[src/rtl/stream_mux_rr.sv]
// N-channel valid/ready stream multiplexer with round-robin or fixed-priority arbitration,
// packet locking and a registered output stage.
//
// state  | meaning
// IDLE   | no packet in progress; arbiter picks a grant each cycle the register can load
// LOCKED | mid-packet; only lock_ch may be accepted until its last beat is captured
module stream_mux_rr #(
  parameter int N_CH = 4,
  parameter int W = 8,
  parameter int RR = 1,
  localparam int CW = $clog2(N_CH)
) (
  input  logic              clk,
  input  logic              reset_n,
  input  logic [N_CH-1:0]   in_valid,
  input  logic [N_CH*W-1:0] in_data,
  input  logic [N_CH-1:0]   in_last,
  output logic [N_CH-1:0]   in_ready,
  output logic              out_valid,
  output logic [W-1:0]      out_data,
  output logic              out_last,
  output logic [CW-1:0]     out_ch,
  input  logic              out_ready
);

  typedef enum logic {IDLE, LOCKED} state_t;

  state_t        state, state_nxt;
  logic [CW-1:0] ptr;
  logic [CW-1:0] lock_ch, lock_nxt;
  logic [CW-1:0] grant;
  logic [CW-1:0] idx;
  logic [CW-1:0] sel_ch;
  logic          any_valid;
  logic          load;
  logic          req;
  logic          capture;
  logic          sel_last;
  logic [W-1:0]  sel_data;
  int            base;

  assign load = !out_valid || out_ready;

  // Search starts at ptr in round-robin mode, at channel 0 in fixed-priority mode.
  always_comb begin
    grant     = '0;
    any_valid = 1'b0;
    idx       = '0;
    base      = (RR != 0) ? int'(ptr) : 0;
    for (int k = 0; k < N_CH; k++) begin
      idx = CW'((base + k) % N_CH);
      if (!any_valid && in_valid[idx]) begin
        any_valid = 1'b1;
        grant     = idx;
      end
    end
  end

  always_comb begin
    sel_ch   = (state == LOCKED) ? lock_ch : grant;
    req      = (state == LOCKED) || any_valid;
    in_ready = '0;
    if (reset_n && load && req) in_ready[sel_ch] = 1'b1;
    capture  = reset_n && load && req && in_valid[sel_ch];
    sel_last = in_last[sel_ch];
    sel_data = '0;
    for (int i = 0; i < N_CH; i++) begin
      if (CW'(i) == sel_ch) sel_data = in_data[i*W +: W];
    end
  end

  always_comb begin
    state_nxt = state;
    lock_nxt  = lock_ch;
    case (state)
      IDLE: begin
        if (capture && !sel_last) begin
          state_nxt = LOCKED;
          lock_nxt  = grant;
        end
      end
      LOCKED: begin
        if (capture && sel_last) state_nxt = IDLE;
      end
      default: state_nxt = IDLE;
    endcase
  end

  always_ff @(posedge clk or negedge reset_n) begin
    if (!reset_n) begin
      state   <= IDLE;
      lock_ch <= '0;
      ptr     <= '0;
    end else begin
      state   <= state_nxt;
      lock_ch <= lock_nxt;
      if (RR != 0 && capture && sel_last) begin
        ptr <= (sel_ch == CW'(N_CH - 1)) ? '0 : sel_ch + CW'(1);
      end
    end
  end

  // Output register: a drain and a capture in the same cycle simply overwrite the beat.
  always_ff @(posedge clk or negedge reset_n) begin
    if (!reset_n) begin
      out_valid <= 1'b0;
      out_data  <= '0;
      out_last  <= 1'b0;
      out_ch    <= '0;
    end else if (load) begin
      out_valid <= capture;
      if (capture) begin
        out_data <= sel_data;
        out_last <= sel_last;
        out_ch   <= sel_ch;
      end
    end
  end

endmodule
[config.mk]
export PLATFORM = sky130hd
export DESIGN_NAME = stream_mux_rr
export DESIGN_NICKNAME = d
export VERILOG_FILES = /design/src/rtl/stream_mux_rr.sv
export SDC_FILE = /design/constraint.sdc
export NUM_CORES = 1
export LEC_CHECK = 0
export ABC_AREA = 0
export BUFFER_PORTS_ARGS = -buffer_cell sky130_fd_sc_hd__buf_4
export CORE_MARGIN = 5
export CORE_UTILIZATION = 50
export CTS_BUF_LIST = sky130_fd_sc_hd__clkbuf_2 sky130_fd_sc_hd__clkbuf_4 sky130_fd_sc_hd__clkbuf_8
export DETAILED_ROUTE_END_ITERATION = 6
export GPL_ROUTABILITY_DRIVEN = 0
export GPL_TIMING_DRIVEN = 0
export HOLD_SLACK_MARGIN = 0.1
export PLACE_DENSITY = 0.88
export SYNTH_ARGS = -nofsm -noshare
export SYNTH_HDL_FRONTEND = slang
export SYNTH_SLANG_ARGS = --single-unit
[constraint.sdc]
create_clock -name clk -period 7.04 [get_ports clk]
set_input_delay 1.056 -clock clk [delete_from_list [all_inputs] [get_ports clk]]
set_output_delay 1.056 -clock clk [all_outputs]
set_load 0.02 [all_outputs]
==> results by group <==
Status
  – Outcome: completed

Setup path
  – Reg2reg setup slack: 3990 ps
  – Max FO, Critical Path: 10
  – RR Endpoint: out_data[2]$_DFFE_PN0P_
  – Reg2reg path depth: 14
  – Crit path launch: in_valid[0]
  – Critical path destination: in_ready[3]
  – Worst Setup Start Kind: input pin
  – Worst setup EP type: output pin
  – Crit path DAT: 3310 ps
  – Crit Path Class: input pin to output pin
  – Crit Reg-Reg Startpoint: ptr[1]$_DFFE_PN0P_
  – Crit path required time: 5980 ps

CTS
  – Clk root buf: clkbuf_4
  – Clock slew at reported path FFs: 90 ps
  – CTS tree: done
  – CTS Buf Count: 3
  – Post-cts resize count: 0
  – Max H-tree Level: 1
  – Clock Latency Late Sink: 290 ps
  – Post-CTS Repair Setup Buffers: 0
  – Sink Count: 17
  – CTS Hold Buffers Added: 0
  – Clk buf depth: 2

Timing
  – Tmin final: 4360 ps
  – Final hold vios: 0
  – Relative slew slack: 58.1%
  – Fin Setup TNS: 0 ps
  – Max Clock Freq: 229 MHz
  – Tcrit/Tclk final: 62.0%
  – Max-slew violations: 0
  – Final setup viols: 0
  – Clk_skew: 5.58 ps
  – Worst-margin pin slew: 626 ps
  – RSZ-0062 raised after global routing: no
  – Setup ws final: 2680 ps

Logic synthesis
  – Syn Nets: 203
  – Cell Area, Synth: 1280 um2
  – Syn_area_per_cell: 8.20 um2
  – EDFF count, synth: 0
  – Syn. warnings: 0
  – Cells after Synth: 156
  – Ys flop type: dfrtp_1
  – FF+latch count, synth: 17
  – Post-synthesis async set-or-reset flop share: 100%
  – Register area share after synthesis: 33.3%
  – Synth cell types: 37

Routing
  – Vias: 1409
  – DR iter-0 viols: 118
  – Met2 wire len: 2.11 mm
  – DRC viols: 0
  – Antenna-violating nets left: 0
  – Final WL: 3.87 mm
  – WL met3: 223 um
  – Routed len/inst: 15.7 um
  – Highest routing layer actually used: met4
  – DRT Pass-1 Iters: 4
  – Vias per Instance: 5.70
  – WL met1: 1.46 mm

Layout
  – Ant diodes: 0
  – Highest-count cells in the layout ignoring fill and taps: buf_4 (58), nor2_1 (30), a21oi_1 (29)
  – Layout area overhead: 38.6%
  – Post-route design area: 1770 um2
  – Fin nets: 265
  – Most common cell after layout, fill and taps aside: buf_4
  – Layout cell share with drive strength beyond 1: 33.2%

GRT
  – Largest net degree at the start of global routing: 20
  – Initial antenna violation count: 0
  – GR Overflow Total: 0
  – Via count of the first global-routing pass: 1425
  – GRT Resource Usage Total: 22.9%
  – First-pass GRT wire length: 6.34 mm

Floorplanning
  – Core outline area: 2450 um2
  – # IOs: 59
  – Initial Util: 52.1%
  – Rows: 18
  – Die Span X: 60.6 um
  – Chip Height: 60.6 um
  – Die ar.: 3670 um2

Hold path
  – Min-delay src: out_ch[0]$_DFFE_PN0P_
  – Worst Hold Class: flop to flop

Power and ir drop
  – Leak: 0.000846 uW
  – Design Power: 827 uW
  – Max rail drop VDD: 0.000335 V
  – Pwr/cell area: 467 nW/um2

Placed design
  – Hpwl dp: 3.16 mm
  – Pre-CTS setup slack: 2690 ps
  – Placed cell area: 1740 um2
  – # port buffers: 57

Flow run
  – Max_cap viols: 0
-- cell families after synthesis --
group           synth area share (%)
fa+ha+maj                       3.91
flops                           33.3
mux                             9.20
simple gates                    19.1
buf+inv                         6.26
compound gates                  28.3
-- metrics by stage --
| step | instances | util [%] | hold slack (ps) |
|---|---|---|---|
| final | 247 | 72.2 | 539 |
| after global routing | 247 | 72.2 | 568 |
| after CTS | 247 | 72.2 | 541 |
| after detailed placement | 243 | 71.0 | 520 |
| after global placement | 243 | 71.0 | 514 |
| after floorplan | 156 | - | 493 |
-- final cells by class --
cell class / count / area (um2)
Tap cell: 30 / 37.5
Timing Repair Buffer: 57 / 428
Clock buffer: 3 / 22.5
Sequential cell: 17 / 425
Inverter: 7 / 26.3
Multi-Input combinational cell: 120 / 773
Clock inverter: 1 / 5.00
Buffer: 12 / 53.8
Fill cell: 206 / 683
-- metal layers --
metal	global-route usage (%)	vias up
li1	-	680
met1	25.3	673
met2	42.3	48
met3	5.32	8
met4	8.67	0
met5	0	-
-- registers in the layout (all words and copies together), names as in the netlist, named ones only --
register	count
out_data	8
lock_ch	2
out_ch	2
ptr	2
out_last	1
out_valid	1
-- critical path: stages --
cell      delay (ps)
buf_2            150
nor3b_1          200
o41ai_4          650
ha_1             250
clkbuf_1         320
clkbuf_1         360
and2_1           180
buf_4            140
-- cell usage after synthesis, drive strengths merged, types with 3 or more instances --
library cell | count | area share (%)
and2 | 4 | 2.0
clkbuf | 6 | 1.8
nor2b | 3 | 1.5
ha | 4 | 3.9
inv | 7 | 2.1
mux2i | 5 | 3.9
a22oi | 8 | 4.7
mux2 | 4 | 3.5
a21oi | 29 | 11
nand2 | 5 | 1.5
o21ai | 5 | 2.0
nor2 | 30 | 8.8
dfrtp | 17 | 33
buf | 6 | 2.4
-- how the worst min path moves through the flow --
stage               depth (start not counted)  slack, ps                      end
detailed placement                          2        520    out_ch[0]$_DFFE_PN0P_
CTS                                         2        540    out_ch[0]$_DFFE_PN0P_
floorplan                                   2        490   lock_ch[1]$_DFFE_PN0P_
finish                                      2        540    out_ch[0]$_DFFE_PN0P_
global placement                            2        510  out_data[2]$_DFFE_PN0P_
global route                                1        570   lock_ch[0]$_DFFE_PN0P_
-- where the power goes --
group          switching (uW)  total (uW)  leakage (uW)  internal, uW
clock network            30.4        51.6     0.0000177          21.2
registers                30.0         179      0.000196           149
logic                     355         597      0.000633           242
total                     416         827      0.000846           412
(Power assumes the default switching activity.)
